--- config.mk ---
export PLATFORM = sky130hd
export DESIGN_NAME = ps2_mouse_init_flat
export DESIGN_NICKNAME = d
export VERILOG_FILES = /design/src/rtl/ps2_mouse_init_if.sv /design/src/rtl/ps2_mouse_init.sv /design/src/flat_wrapper.sv
export SDC_FILE = /design/constraint.sdc
export NUM_CORES = 1
export LEC_CHECK = 0
export CAP_MARGIN = 0
export CORE_ASPECT_RATIO = 0.7
export CORE_UTILIZATION = 44
export CTS_CLUSTER_DIAMETER = 80
export DETAILED_ROUTE_END_ITERATION = 12
export HOLD_SLACK_MARGIN = 0.03
export PLACE_DENSITY_LB_ADDON = 0.3
export SYNTH_ARGS = -nofsm -noshare
export SYNTH_HDL_FRONTEND = slang
export SYNTH_SLANG_ARGS = --single-unit
export TNS_END_PERCENT = 50
--- constraint.sdc ---
create_clock -name clk -period 2.7 [get_ports clk]
set_input_delay 0.54 -clock clk [delete_from_list [all_inputs] [get_ports clk]]
set_output_delay 0.54 -clock clk [all_outputs]
set_load 0.03 [all_outputs]
--- src/rtl/ps2_mouse_init_if.sv ---
// Byte-level handshake between the mouse init sequencer and the PS/2 transmitter/receiver.
interface ps2_mouse_init_if;
    logic       tx_idle;
    logic       tx_done_tick;
    logic       rx_done_tick;
    logic [7:0] rx_dout;
    logic       wr_ps2;
    logic [7:0] din;
    logic       rx_en;

    modport master (
        input  tx_idle, tx_done_tick, rx_done_tick, rx_dout,
        output wr_ps2, din, rx_en
    );

    modport slave (
        output tx_idle, tx_done_tick, rx_done_tick, rx_dout,
        input  wr_ps2, din, rx_en
    );
endinterface

--- src/rtl/ps2_mouse_init.sv ---
// Drives a PS/2 mouse through reset (FF), BAT/ID check and enable-streaming (F4),
// restarting the whole sequence on a bad byte or a per-step timeout.
module ps2_mouse_init #(
    parameter int TIMEOUT_CYC = 25_000_000,
    parameter int MAX_RETRY   = 3
) (
    input  logic                 clk,
    input  logic                 reset,
    input  logic                 start,
    ps2_mouse_init_if.master     ps2,
    output logic                 busy,
    output logic                 init_done,
    output logic                 init_err,
    output logic [1:0]           retry_cnt
);

    typedef enum logic [3:0] {
        RST_SEND, RST_TXW, ACK1, BAT, ID, EN_SEND, EN_TXW, ACK2, DONE, FAIL
    } state_t;

    localparam logic [24:0] TIMEOUT_LAST = 25'(TIMEOUT_CYC - 1);

    state_t      state_q, state_d;
    logic [24:0] cnt_q, cnt_d;
    logic [1:0]  retry_q, retry_d;
    logic        wr_q, wr_d;
    logic [7:0]  din_q, din_d;
    logic        rx_en_q, busy_q, done_q, err_q;
    logic        timeout, fail;

    function automatic logic [7:0] expected_byte(state_t s);
        case (s)
            BAT:     return 8'hAA;
            ID:      return 8'h00;
            default: return 8'hFA;
        endcase
    endfunction

    assign timeout = (cnt_q == TIMEOUT_LAST);

    always_comb begin
        state_d = state_q;
        retry_d = retry_q;
        wr_d    = 1'b0;
        din_d   = din_q;
        fail    = 1'b0;
        case (state_q)
            RST_SEND, EN_SEND: begin
                if (ps2.tx_idle) begin
                    wr_d    = 1'b1;
                    din_d   = (state_q == RST_SEND) ? 8'hFF : 8'hF4;
                    state_d = (state_q == RST_SEND) ? RST_TXW : EN_TXW;
                end else if (timeout) begin
                    fail = 1'b1;
                end
            end
            RST_TXW, EN_TXW: begin
                if (ps2.tx_done_tick)
                    state_d = (state_q == RST_TXW) ? ACK1 : ACK2;
                else if (timeout)
                    fail = 1'b1;
            end
            // A received byte wins over a timeout landing on the same cycle.
            ACK1, BAT, ID, ACK2: begin
                if (ps2.rx_done_tick) begin
                    if (ps2.rx_dout != expected_byte(state_q))
                        fail = 1'b1;
                    else if (state_q == ACK1)
                        state_d = BAT;
                    else if (state_q == BAT)
                        state_d = ID;
                    else if (state_q == ID)
                        state_d = EN_SEND;
                    else
                        state_d = DONE;
                end else if (timeout) begin
                    fail = 1'b1;
                end
            end
            default: begin
                if (start) begin
                    retry_d = 2'd0;
                    state_d = RST_SEND;
                end
            end
        endcase

        if (fail) begin
            if (int'(retry_q) < MAX_RETRY) begin
                retry_d = (retry_q == 2'd3) ? retry_q : retry_q + 2'd1;
                state_d = RST_SEND;
            end else begin
                state_d = FAIL;
            end
        end

        if (fail || state_d != state_q)
            cnt_d = '0;
        else if (state_q == DONE || state_q == FAIL)
            cnt_d = cnt_q;
        else
            cnt_d = cnt_q + 25'd1;
    end

    // Status outputs are decoded from the next state so they line up with state_q.
    always_ff @(posedge clk) begin
        if (reset) begin
            state_q <= RST_SEND;
            cnt_q   <= '0;
            retry_q <= 2'd0;
            wr_q    <= 1'b0;
            din_q   <= 8'h00;
            rx_en_q <= 1'b0;
            busy_q  <= 1'b1;
            done_q  <= 1'b0;
            err_q   <= 1'b0;
        end else begin
            state_q <= state_d;
            cnt_q   <= cnt_d;
            retry_q <= retry_d;
            wr_q    <= wr_d;
            din_q   <= din_d;
            rx_en_q <= (state_d inside {ACK1, BAT, ID, ACK2});
            busy_q  <= !(state_d inside {DONE, FAIL});
            done_q  <= (state_d == DONE);
            err_q   <= (state_d == FAIL);
        end
    end

    assign ps2.wr_ps2 = wr_q;
    assign ps2.din    = din_q;
    assign ps2.rx_en  = rx_en_q;
    assign busy       = busy_q;
    assign init_done  = done_q;
    assign init_err   = err_q;
    assign retry_cnt  = retry_q;

endmodule

--- src/flat_wrapper.sv ---
// flat-port wrapper written by rule: the top's interface ports become plain ports
module ps2_mouse_init_flat 
#(
    parameter int TIMEOUT_CYC = 25_000_000,
    parameter int MAX_RETRY   = 3
)
  (clk, reset, start, busy, init_done, init_err, retry_cnt, ps2_tx_idle, ps2_tx_done_tick, ps2_rx_done_tick, ps2_rx_dout, ps2_wr_ps2, ps2_din, ps2_rx_en);
  ps2_mouse_init_if ps2_i ();
  input  logic clk;
  input  logic reset;
  input  logic start;
  output logic busy;
  output logic init_done;
  output logic init_err;
  output logic [1:0] retry_cnt;
  input wire logic [$bits(ps2_i.tx_idle)-1:0] ps2_tx_idle;
  input wire logic [$bits(ps2_i.tx_done_tick)-1:0] ps2_tx_done_tick;
  input wire logic [$bits(ps2_i.rx_done_tick)-1:0] ps2_rx_done_tick;
  input wire logic [$bits(ps2_i.rx_dout)-1:0] ps2_rx_dout;
  output wire logic [$bits(ps2_i.wr_ps2)-1:0] ps2_wr_ps2;
  output wire logic [$bits(ps2_i.din)-1:0] ps2_din;
  output wire logic [$bits(ps2_i.rx_en)-1:0] ps2_rx_en;
  assign ps2_i.tx_idle = ps2_tx_idle;
  assign ps2_i.tx_done_tick = ps2_tx_done_tick;
  assign ps2_i.rx_done_tick = ps2_rx_done_tick;
  assign ps2_i.rx_dout = ps2_rx_dout;
  assign ps2_wr_ps2 = ps2_i.wr_ps2;
  assign ps2_din = ps2_i.din;
  assign ps2_rx_en = ps2_i.rx_en;
  ps2_mouse_init #(.TIMEOUT_CYC(TIMEOUT_CYC), .MAX_RETRY(MAX_RETRY)) u_core (.clk(clk), .reset(reset), .start(start), .ps2(ps2_i), .busy(busy), .init_done(init_done), .init_err(init_err), .retry_cnt(retry_cnt));
endmodule
* Word level (Yosys, flattened, before mapping)
Index checks and enable logic that the tools add are counted. Widths: inputs -> output; s select.
Operators by class: add/subtract/negate cells 2, $lt $le $gt $ge 1, equality and inequality tests 20, muxes and demuxes 29, bitwise gates (word level) 1, reductions and logical operators 13
Operator list (number):
- $mux 4 | 11
- $add 25x1->25 const B | 1
- $eq 25x25->1 const B | 1
- $eq 4x3->1 const B | 6
- $eq 4x2->1 const B | 4
- $eq 4x4->1 const B | 4
- $mux 8 | 2
- $pmux 8 s2 | 1
- $pmux 4 s3 | 1
- $mux 2 | 5
- $ne 8x8->1 | 1
- $reduce_or 2->1 | 4
- $reduce_or 8->1 | 1
- $mux 1 | 6
- $mux 3 | 2
- $eq 4x1->1 const B | 1
- $logic_not 4->1 | 1
- $ne 4x4->1 | 1
- $reduce_bool 4->1 | 1
- $reduce_or 4->1 | 1
- $ne 3x3->1 const B | 1
- $pmux 1 s3 | 1
- $add 2x1->2 const B | 1
- $eq 2x2->1 const B | 1
- other kinds (6) | 7
Word-level totals: bits in registers 44, bits of input ports 14, output and inout bits 15, word-level logic and storage cells 75

* Logic depth before layout (Yosys ltp)
Gate-level depths: netlist (run 1).
depth in word-level cells 12, mapped depth 9, gate-level depth less buffers 6

* Worst setup path before layout (run 1)
OpenSTA, ideal clock, no wires.
kind input port to flip-flop, start point input ps2_rx_dout[0], end point register u_core.done_q, in the netlist u_core.init_done, library setup time 61 ps, arrival time 2327 ps, data required time 2639 ps, setup slack 312 ps, cell stages on the path 5, buffers on the path 0, cells stage by stage or3b_2 > or2_1 > o41a_1 > or3b_4 > and4b_1
On the way: longest elaborated chain between the ends 6, elaborated cells between the ends (all ways) 9, those cells by class eq/ne (2); mux (7)
RTL lines:
- start, declared | RTL line flat_wrapper.sv:19 | input wire logic [$bits(ps2_i.rx_dout)-1:0] ps2_rx_dout;
- $ne 8x8->1 * | RTL line ps2_mouse_init.sv:66 | if (ps2.rx_dout != expected_byte(state_q))
- $mux 4 or $mux 1 (tied branches) | RTL line ps2_mouse_init.sv:66
- $mux 4 or $mux 1 (tied branches) | RTL line ps2_mouse_init.sv:65 | if (ps2.rx_done_tick) begin
- $pmux 4 s3 or $pmux 1 s3 (tied branches) | RTL line ps2_mouse_init.sv:47 | case (state_q)
- $mux 4 * | RTL line ps2_mouse_init.sv:88 | if (fail) begin
- $eq 4x4->1 * | RTL line ps2_mouse_init.sv:125 | done_q <= (state_d == DONE);
- end signal, assigned | RTL line ps2_mouse_init.sv:125
- end, declared | RTL line ps2_mouse_init.sv:28 | logic rx_en_q, busy_q, done_q, err_q;
Every way passes the cells marked *; elsewhere a longest branch is shown, timed or not. A chain may end at the register's enable or synchronous reset.

* Worst setup path after layout (run 1)
start point input ps2_rx_dout[4], end point register u_core.done_q, in the netlist u_core.init_done
The elaborated chain is that of the path after synthesis.

==> run summary, run 1 <==
In the synthesized netlist the async set-or-reset flop fraction comes to 0. The number of max-cap violations is 0. The synthesized design contains 0 enable-type register cells. The share of power burned in combinational logic is 0.280. After the first detailed-routing iteration, the DRC count stood at approximately 150.

The power per standard cell area came out at ~450 nW/um^2. The cell area after placement is ~2900 um^2. Traced cell by cell, the critical path runs through clkdlybuf4s50_1 > or3_1 > o2bb2ai_2 > a221oi_1 > o41a_1 > or3b_4 > and4b_1. The accumulated negative setup slack came out at 0 ns.

The biggest area contributor in the post-synthesis netlist is dfxtp_1. The number of buffers inserted during clock tree synthesis came out at 5. The first-pass GRT wire length came out at ~11000 um. The family with the most delay on the worst path is simple AND/OR/NAND/NOR gates. The slowest stage of the critical path belongs to the cell o41a_1. The number of design rule violations left after detail routing came out at 0. The count of hold buffers inserted by post-cts repair came out at 0.

The number of buffers and inverters on the critical path is 1. STA classifies the critical path endpoint as a register. The first-pass iteration count of the detailed router is 5. Of the post-synthesis cell area, the dominant cell type holds 0.314.

The pre-CTS setup slack is -0.238 ns. For this design the static power due to leakage is roughly 1.0 nW. The synthesized area divided by synthesized cell count came out at roughly 8.5 um^2. In the global route stage, overall resource usage came out at 0.231. The type of the worst setup path is input port to register. The number of placement rows came out at 22. The net switching fraction of the power came out at 0.315. In the final layout, the multi-input gates occupy 1600 um^2. The post-CTS setup-driven buffer insertion count is 0. After detailed routing, the average wire length per cell comes to 16.0 um. The longest individual stage delay on the worst path is 0.47 ns. In the finished design, the share of the clock period the worst path needs comes to 0.967. The peak fanout along the critical path is 4.

For the final database, setup skew stands at between 0.006 and 0.007 ns. The number of warnings reported in the yosys synthesis log is 0. The number of hold-slack violations in the final timing report came out at 0. The average via count per standard cell is about 6.0. The area growth from synthesis to layout is 28.1%.

The slack of the critical path came out at about 0.088 ns. In the final layout, the share of cells above drive strength 1 is 0.201. The sequential share of the synthesized area is 0.314.

STA classifies the critical path startpoint as an input port. The number of cells produced by synthesis came out at 286. The flip-flop and latch count after synthesis is 38. The tree is rooted in a clkbuf_8. Of the total power, registers draw 0.431. The routed design has roughly 6400 um of wire.

The initial antenna violation count is 0. The core footprint came out at 5260 um^2. Across all layers, the routed design uses approximately 2400 vias. The clock tree buffer depth is 2.

Clock tree synthesis found a total of 38 sinks. The later-pin clock latency in the skew report is approximately 0.30 ns. The final period demand of the worst path is ~2.6 ns. The clock share of power is 0.289.

In the post-synthesis netlist, the biggest area contributors are dfxtp_1 31%, nor4b_1 8.0%, xnor2_1 6.5%, nand4_1 4.1%, xor2_1 2.9%. The die width is about 91 um. The estimated wirelength of the detail-placed design is 4600 um. The maximum operating frequency came out at about 380 MHz.

TritonCTS built the clock tree. The count of placed standard cells including taps is slightly below 400. The flow ran to the end, and the final reports show no timing, DRC or antenna violations. The final instance count without filler cells came out at 401. The overall die area came out at ~5800 um^2. STA puts the critical path data arrival time at 2.85 ns. The post-route cell area came out at approximately 3100 um^2. The number of routed nets with antenna violations came out at 0.

The min-delay analysis places its worst path in the category register to register. The cell area that synthesis handed to floorplanning was 2420 um^2. The number of filler instances in the final layout is ~450. The pin count of the biggest net entering global routing came out at 26. When the netlist entered floorplanning its net count stood at between 300 and 400. The overflow left after global routing came out at 0.

The effective utilization at floorplan came out at 0.461. After clock tree synthesis, the clock-pin slew on the worst setup and hold paths is 0.07 ns. The number of primary I/O pins is 29. The total of buffers placed on input and output ports is 28. The flip-flop and latch area is roughly 760 um^2. The final net count came out at 344.

Summed over all nets, the switching power comes to 0.439 mW. Ranked by instance count, the synthesized netlist is headed by 38 x dfxtp_1, 22 x nor4b_1, 18 x nor2_1, 18 x xnor2_1, 17 x nand2_1. The number of max-slew violations in the final report is 0. The internal power of the cells totals between 0.9 and 1 mW. By instance count, the leading cell after synthesis is dfxtp_1.

Once layout is complete, the utilization of the core stands at 0.590. The level count of the clock H-tree came out at 2. The transition time at the pin with the least slew margin came out at 0.756 ns. The required time of the critical path came out at 2.94 ns. The maximum VDD drop is about 300 uV. The placer's final routability congestion estimate is 0.894.

The vertical die dimension is approximately 64 um. The number of library cell types mapped by synthesis came out at 58. The count of endpoints failing setup in the final report came out at 0. In this run the tightest slew margin relative to its limit is 0.491. The antenna diode count is 0. The leading register cell type out of synthesis is dfxtp_1. The via count of the first global-routing pass is 2173.
cells in the final DEF (no fill, tap or decap), types with 3 or more instances in the layout:
cell,n
o21ai_0,8
xor2_1,8
nand2_1,17
clkdlybuf4s50_1,28
and3_1,4
inv_1,8
nand3_1,12
a21oi_1,10
nor3_1,3
dfxtp_1,38
nor2_1,18
xnor2_1,18
or3_1,3
o211ai_1,4
nand4_1,16
nand2b_1,3
clkbuf_8,6
nor3b_1,3
buf_4,31
mux2i_1,4
nor4b_1,10
nor2b_1,5
and4_1,5
nor4_1,7
nor4b_2,12
power by group through the flow:
stage,clock network (mW),registers [mW],logic (mW)
2_1_floorplan,0,0.618,0.229
3_3_place_gp,0,0.612,0.357
3_5_place_dp,0,0.613,0.361
4_1_cts,0.415,0.601,0.363
5_1_grt,0.442,0.604,0.417
6_report,0.403,0.601,0.390
logic make-up after synthesis:
group                    share of synthesized area
buffers and inverters                       0.0708
flip-flops                                   0.314
multiplexers                                0.0253
adder cells (fa/ha/maj)                     0.0103
AO/OA/AOI/OAI                                0.135
XOR/XNOR                                    0.0940
AND/OR/NAND/NOR                              0.350
sequential cells by signal (all words and copies together), names as in the netlist:
| signal | flops |
|---|---|
| u_core.busy | 1 |
| u_core.cnt_q | 25 |
| u_core.init_done | 1 |
| u_core.init_err | 1 |
| u_core.ps2.din | 2 |
| u_core.ps2.rx_en | 1 |
| u_core.ps2.wr_ps2 | 1 |
| u_core.retry_cnt | 2 |
| u_core.state_q | 4 |
per-stage QoR:
step | power, mW | hold slack, ns
2_1_floorplan | 0.846 | 0.512
3_3_place_gp | 0.970 | 0.489
3_5_place_dp | 0.974 | 0.500
4_1_cts | 1.38 | 0.511
5_1_grt | 1.46 | 0.550
6_report | 1.39 | 0.505
path summary, 6_finish.rpt:
kind / cells past startpoint / slack [ns] / startpoint / to
worst max-delay path: 7 / 0.09 / ps2_rx_dout[4] / u_core.init_done
worst min-delay path: 2 / 0.51 / u_core.ps2.din[6] / u_core.ps2.din[6]
worst max register to register: 6 / 0.16 / u_core.state_q[1] / u_core.init_done
worst min register to register: 2 / 0.51 / u_core.ps2.din[6] / u_core.ps2.din[6]
area by class of cell:
type	count	area share
Multi-Input combinational cell	215	0.515
Sequential cell	38	0.245
Timing Repair Buffer	60	0.172
Tap cell	72	0.0290
Clock buffer	7	0.0278
Inverter	8	0.00968
Clock inverter	1	0.00161
routing by layer:
layer | up-vias | part of all wire | track usage
met5 | - | 0 | 0
met2 | 92 | 0.41 | 0.332
met4 | 0 | 0.013 | 0.0685
li1 | 1150 | - | -
met3 | 8 | 0.072 | 0.0512
met1 | 1161 | 0.50 | 0.339
worst min-delay path, delay by kind of cell (launching register included):
kind                   cells  cell delay (ns)
AO/OA/AOI/OAI              1             0.05
flip-flops                 1             0.35
buffers and inverters      1             0.06
what timing repair did:
| item | CTS | global route |
|---|---|---|
| endpoints found under the setup margin | 0 | 27 |
| gates resized for setup | 0 | 21 |
| hold endpoints to repair | 0 | 0 |
Note: power is estimated with default switching activity, not from simulation.
==> inputs of run 2 (changes only) <==
CORE_UTILIZATION = 56   (was 44)
GPL_TIMING_DRIVEN = 0   (was unset)
SLEW_MARGIN = 25   (was unset)
==> run summary, run 2 (synthesized netlist as in run 1, its figures left out) <==
The effective utilization at floorplan came out at 0.599 (+0.139). The core footprint was 4040 um^2 (-23%). The power per standard cell area is 476 nW/um^2 (+5.9%). The average wire per cell in the routed design is 17.7 um (+11%). The maximum VDD drop was 383 uV (+28%). The number of primary I/O pins is 29 (unchanged).

The maximum operating frequency came out at 379 MHz (-0.98%). The placer's final routability congestion estimate came to 0.910 (+1.7%). The number of placement rows is 19 (-14%). The number of max-slew violations in the final report is 0 (unchanged). The overall die area was 4600 um^2 (-21%).

The worst setup path is launched from an input port. The proportion of layout cells with a drive suffix above 1 is 0.167 (-0.0334). The die width came out at 80.6 um (-11%). The level count of the clock H-tree is 2 (unchanged).

The number of filler instances in the final layout came out at 296 (-34%). The antenna diode count came out at 0 (unchanged). The met1 track demand over resource in global routing is 0.453 (+0.115). The initial detailed-routing violation count came out at 359 (+130%).

The peak fanout along the critical path is 4 (unchanged). The number of design rule violations left after detail routing came out at 0 (unchanged). The area growth from synthesis to layout is 23.0%. The number of buffers inserted during clock tree synthesis is 5 (unchanged). The overflow left after global routing came out at 0 (unchanged). The total routing usage reported by global routing was 0.299 (+0.0686). The transition time at the pin with the least slew margin was 0.575 ns (-0.182 ns). More flip-flops sit in one register than any other, and that register is u_core.cnt_q. The largest registers in the layout are u_core.cnt_q: 25 flops, u_core.state_q: 4 flops. The first-pass iteration count of the detailed router came out at 6 (+1). The setup clock skew after layout came out at 0.00442 ns (-0.00253 ns). The number of hold-slack violations in the final timing report was 0 (unchanged). The required time of the critical path is 2.94 ns (about the same). The period utilization is 0.977 (+0.00954).

The later-pin clock latency in the skew report is 0.29 ns (about the same). The pin count of the biggest net entering global routing is 13 (-50%). The run finished with clean final reports. The final net count came out at 338 (-1.7%). The first-pass GRT wire length is 10600 um (-0.84%). TritonCTS built the clock tree. The accumulated negative setup slack came out at 0 ns (unchanged). The initial antenna violation count came out at 0 (unchanged). The number of max-cap violations came out at 0 (unchanged). The library cell used most frequently in the layout, excluding fill and tap cells, is dfxtp_1.

The type of the worst setup path is input port to register. The clock transition at the register clock pins on the worst setup and hold paths after CTS came out at 0.08 ns (about the same). The relative slew slack is 0.614 (+0.122).

The via count of the first global-routing pass is 2148 (-1.2%). The total number of vias came out at 2426 (+0.62%). The global routing stage identified its most utilized layer as met1. The average via count per standard cell came out at 6.47 (+7.6%). The number of flip-flops under the largest register name came to 25 (unchanged). In the layout the commonest cells are 38 x dfxtp_1, 24 x clkdlybuf4s50_1, 18 x xnor2_1, 18 x nor2_1.

The total wire length after detailed routing came out at 6650 um (+4.0%). The vertical die dimension came to 57.0 um (-11%). The path category of the worst min-delay check is register to register. The total of buffers placed on input and output ports came out at 27 (-3.6%).

The met3 demand-to-capacity share in global routing came out at 0.0640 (+0.0128). The worst endpoint data arrival time came to 2.88 ns (+0.03 ns). STA classifies the critical path endpoint as a register. The clock sink total is 38 (unchanged). The met2 layer usage reported by global route came out at 0.435 (+0.102). The cell leakage power is 0.959 nW (-5.0%). The count of endpoints failing setup in the final report came out at 0 (unchanged). The final period demand of the worst path was 2.64 ns (+0.0258 ns). The number of routed nets with antenna violations is 0 (unchanged).

The cell chosen for the clock root is clkbuf_8. The clock tree buffer depth is 2 (unchanged). The sum of internal, switching and leakage power is 1.42 mW (+1.7%). The estimated wirelength of the detail-placed design is 4590 um (about the same).
-- run 2: critical path, cell delays in order --
cell and delay [ns]:
clkdlybuf4s50_1 0.43, nor4_2 0.30, mux2i_1 0.19, or2_1 0.29
o41a_1 0.44, or3b_4 0.43, and4b_1 0.25
-- run 2: metal layers --
layer,vias to the layer above,part of all wire,wire length (um)
met2,136,0.43,2870
met4,0,0.0078,52
li1,1139,-,-
met3,7,0.098,650
met1,1144,0.46,3080
met5,-,0,0
-- run 2: layout make-up --
class                           count  area [um^2]  share of cell area
Sequential cell                    38          761               0.255
Buffer                             25          156              0.0525
Timing Repair Buffer               29          283              0.0949
Tap cell                           52         65.1              0.0218
Multi-Input combinational cell    215         1590               0.534
Clock inverter                      2         12.5             0.00420
Clock buffer                        6         82.6              0.0277
Inverter                            8         30.0              0.0101
-- run 2: stage by stage --
| step | util | hold slack, ns | cells | cell area (um^2) | setup slack, ns |
|---|---|---|---|---|---|
| finish | 0.737 | 0.522 | 375 | 2980 | 0.0623 |
| global route | 0.737 | 0.552 | 375 | 2980 | -0.00636 |
| CTS | 0.721 | 0.528 | 375 | 2920 | 0.0139 |
| detailed placement | 0.682 | 0.509 | 365 | 2760 | -0.702 |
| global placement | 0.682 | 0.494 | 365 | 2760 | -0.689 |
| floorplan | - | 0.512 | 286 | 2420 | 0.312 |
-- run 2: power by group --
group | switching (mW) | internal (mW)
sequential | 0.0139 | 0.577
clock | 0.208 | 0.205
combinational | 0.240 | 0.173
-- run 2: worst paths after layout --
kind | start | end | slack (ns) | depth (start not counted)
max | ps2_rx_dout[1] | u_core.init_done | 0.06 | 7
min | u_core.retry_cnt[1] | u_core.retry_cnt[1] | 0.52 | 2
max reg2reg | u_core.state_q[0] | u_core.init_done | 0.12 | 7
min reg2reg | u_core.retry_cnt[1] | u_core.retry_cnt[1] | 0.52 | 2
-- run 2: timing repair --
| item | in CTS | in global routing |
|---|---|---|
| setup buffers | 1 | 0 |
| gates cloned | 1 | 0 |
| pin swaps | 2 | 3 |
| hold buffers | 0 | 0 |
| resized for setup | 14 | 19 |
| setup endpoints to repair | 29 | 28 |
==> inputs of run 3 (changes only) <==
ABC_CLOCK_PERIOD_IN_PS = 2900   (was unset)
CTS_CLUSTER_SIZE = 20   (was unset)
clock period = 2.9 ns   (was 2.7 ns; I/O delays follow)
==> run summary, run 3 (synthesized netlist as in run 1, its figures left out) <==
The net switching power of the design is 0.423 mW (-8.4%). After layout, the minimum clock period comes to ~2.8 ns. The total routing usage reported by global routing is 0.295 (-0.00442).

The clock tree buffer depth was 2 (unchanged). The area growth from synthesis to layout is 21.2%. The initial antenna violation count came out at 0 (unchanged). Timing would allow up to 358 MHz. The endpoint identified for the worst register-to-register timing path is u_core.cnt_q[19]. The peak fanout along the critical path is 10 (+6). The cell sitting at the root of the clock tree is a clkbuf_8.

The clock share of power is 0.297 (+0.005). The count of endpoints failing setup in the final report is 0 (unchanged). The post-route cell area is 2940 um^2 (-1.5%).

The later-pin clock latency in the skew report is 0.29 ns (about the same). The path category of the worst min-delay check is register to register. The number of hold-slack violations in the final timing report was 0 (unchanged). The number of flip-flops under the largest register name is 25 (unchanged). The run finished with clean final reports. The setup clock skew after layout is 0.00530 ns (+0.000874 ns). The number of max-cap violations was 0 (unchanged).

The number of filler instances in the final layout came out at 305 (+3.0%). The placer's final routability congestion estimate is 0.910 (unchanged). The clock transition at the register clock pins on the worst setup and hold paths after CTS is 0.08 ns (about the same). Tracing the worst setup path back leads to its startpoint at ps2_rx_done_tick. The antenna diode count came out at 0 (unchanged). The total wire length after detailed routing came out at 6440 um (-3.2%).

The relative slew slack came out at 0.403 (-0.211). The first-pass iteration count of the detailed router was 6 (unchanged). The overall die area is 4600 um^2 (unchanged). The worst setup path is launched from an input port. Ranked by flip-flop count, first place goes to u_core.cnt_q. The overflow left after global routing was 0 (unchanged). The depth of the worst register-to-register path came out at 9 (+2).

The die width is 80.6 um (unchanged). The net switching fraction of the power is 0.324 (-0.00145). The total number of vias is 2444 (+0.74%).

The period utilization came out at 0.964. The maximum VDD drop is 344 uV (-10%). The estimated wirelength of the detail-placed design came out at 4590 um (unchanged). The proportion of layout cells with a drive suffix above 1 is 0.137 (-0.0305). The pin count of the biggest net entering global routing came out at 13 (unchanged).

The register-to-register setup slack came to 0.23 ns (+0.11 ns). The required time of the critical path is 3.10 ns (+0.16 ns). The kind of end point of the critical path is a register. The library cells used most frequently in the layout, excluding fill and tap cells, are 38 x dfxtp_1, 25 x clkdlybuf4s50_1, 18 x xnor2_1, 18 x nor2_1, 17 x nand2_1.

The commonest non-fill, non-tap cell in the layout is dfxtp_1. The final net count came out at 337 (-0.30%). The worst endpoint data arrival time came to 2.99 ns (+0.11 ns).

The core footprint came to 4040 um^2 (unchanged). The minimum hold slack is 0.524 ns (+0.00154 ns). The number of design rule violations left after detail routing is 0 (unchanged). The share of total power in sequential cells is 0.422 (+0.005). The average wire per cell in the routed design came to 17.2 um (-2.9%). The cell leakage power came out at 0.941 nW (-1.9%). The sum of internal, switching and leakage power is 1.30 mW (-8.0%). The average via count per standard cell came out at 6.53 (+1.0%). The final instance count without filler cells is 374 (-0.27%). The clock tree from TritonCTS is built.

The number of buffers inserted during clock tree synthesis came out at 5 (unchanged). The level count of the clock H-tree came out at 2 (unchanged). The initial detailed-routing violation count was 414 (+15%). The transition time at the pin with the least slew margin came to 0.887 ns (+0.312 ns). The number of primary I/O pins was 29 (unchanged). The number of routed nets with antenna violations came out at 0 (unchanged). The largest registers in the layout are u_core.cnt_q: 25 flops, u_core.state_q: 4 flops.

The via count of the first global-routing pass came out at 2132 (-0.74%). The number of placement rows is 19 (unchanged). Setup repair after global routing could not meet its margin everywhere.

The clock sink total came to 38 (unchanged). The accumulated negative setup slack was 0 ns (unchanged). The effective utilization at floorplan came out at 0.599 (unchanged).

The vertical die dimension was 57.0 um (unchanged). The power per standard cell area is 444 nW/um^2 (-6.6%). The first-pass GRT wire length came out at 10400 um (-1.3%). The critical path in this run is classified as input port to register.

The critical path ends at u_core.cnt_q[19]. The total of buffers placed on input and output ports is 27 (unchanged). The cell area after placement is 2760 um^2 (unchanged).

The startpoint identified for the worst register-to-register timing path is u_core.state_q[2]. The internal power came out at 0.881 mW (-7.8%). The number of max-slew violations in the final report came out at 0 (unchanged).

The count of placed standard cells including taps came to 365 (unchanged). The share of power burned in combinational logic was 0.281 (-0.010).
[run 3: cell type report]
type                    count  area, um^2  share of cell area
clock inverters             2        12.5             0.00426
well taps                  52        65.1              0.0222
flip-flops and latches     38         761               0.259
inverters                   8        30.0              0.0102
clock buffers               6        82.6              0.0281
plain buffers              25         149              0.0507
multi-input cells         215        1550               0.529
repair buffers             28         283              0.0963
[run 3: what timing repair did]
action	CTS	global route
pin swaps	2	2
resized for setup	4	13
setup endpoints to repair	26	27
setup buffers	1	0
hold buffers	0	0
[run 3: worst max-delay path: stages]
cell	delay, ns
clkdlybuf4s50_1	0.55
or3b_4	0.44
nor2b_2	0.16
a211oi_1	0.11
o31ai_1	0.35
a41oi_2	0.27
buf_6	0.22
nor4b_1	0.29
[run 3: power by group through the flow]
| stage | registers [mW] | logic, mW | clock network, mW |
|---|---|---|---|
| CTS | 0.550 | 0.344 | 0.387 |
| global placement | 0.562 | 0.326 | 0 |
| floorplan | 0.575 | 0.213 | 0 |
| detailed placement | 0.562 | 0.332 | 0 |
| global route | 0.553 | 0.388 | 0.405 |
| finish | 0.550 | 0.366 | 0.387 |
[run 3: how the worst min path moves through the flow]
stage | startpoint | to | cells past startpoint
2_1_floorplan | u_core.cnt_q[24] | u_core.cnt_q[24] | 2
3_3_place_gp | u_core.ps2.din[6] | u_core.ps2.din[6] | 2
3_5_place_dp | u_core.retry_cnt[1] | u_core.retry_cnt[1] | 2
4_1_cts | u_core.retry_cnt[1] | u_core.retry_cnt[1] | 2
5_1_grt | u_core.retry_cnt[1] | u_core.retry_cnt[1] | 2
6_report | u_core.retry_cnt[1] | u_core.retry_cnt[1] | 2
[run 3: metrics by stage]
step / setup slack [ns] / util
detailed placement: -0.542 / 0.682
global placement: -0.529 / 0.682
finish: 0.104 / 0.726
floorplan: 0.472 / -
CTS: 0.0372 / 0.712
global route: -0.0177 / 0.726
[run 3: routing by layer]
layer,part of all wire,routed length [um],track usage,up-vias
met3,0.078,500,0.0640,11
met4,0.010,67,0.0612,0
li1,-,-,-,1135
met2,0.43,2750,0.427,117
met5,0,0,0,-
met1,0.49,3130,0.447,1181
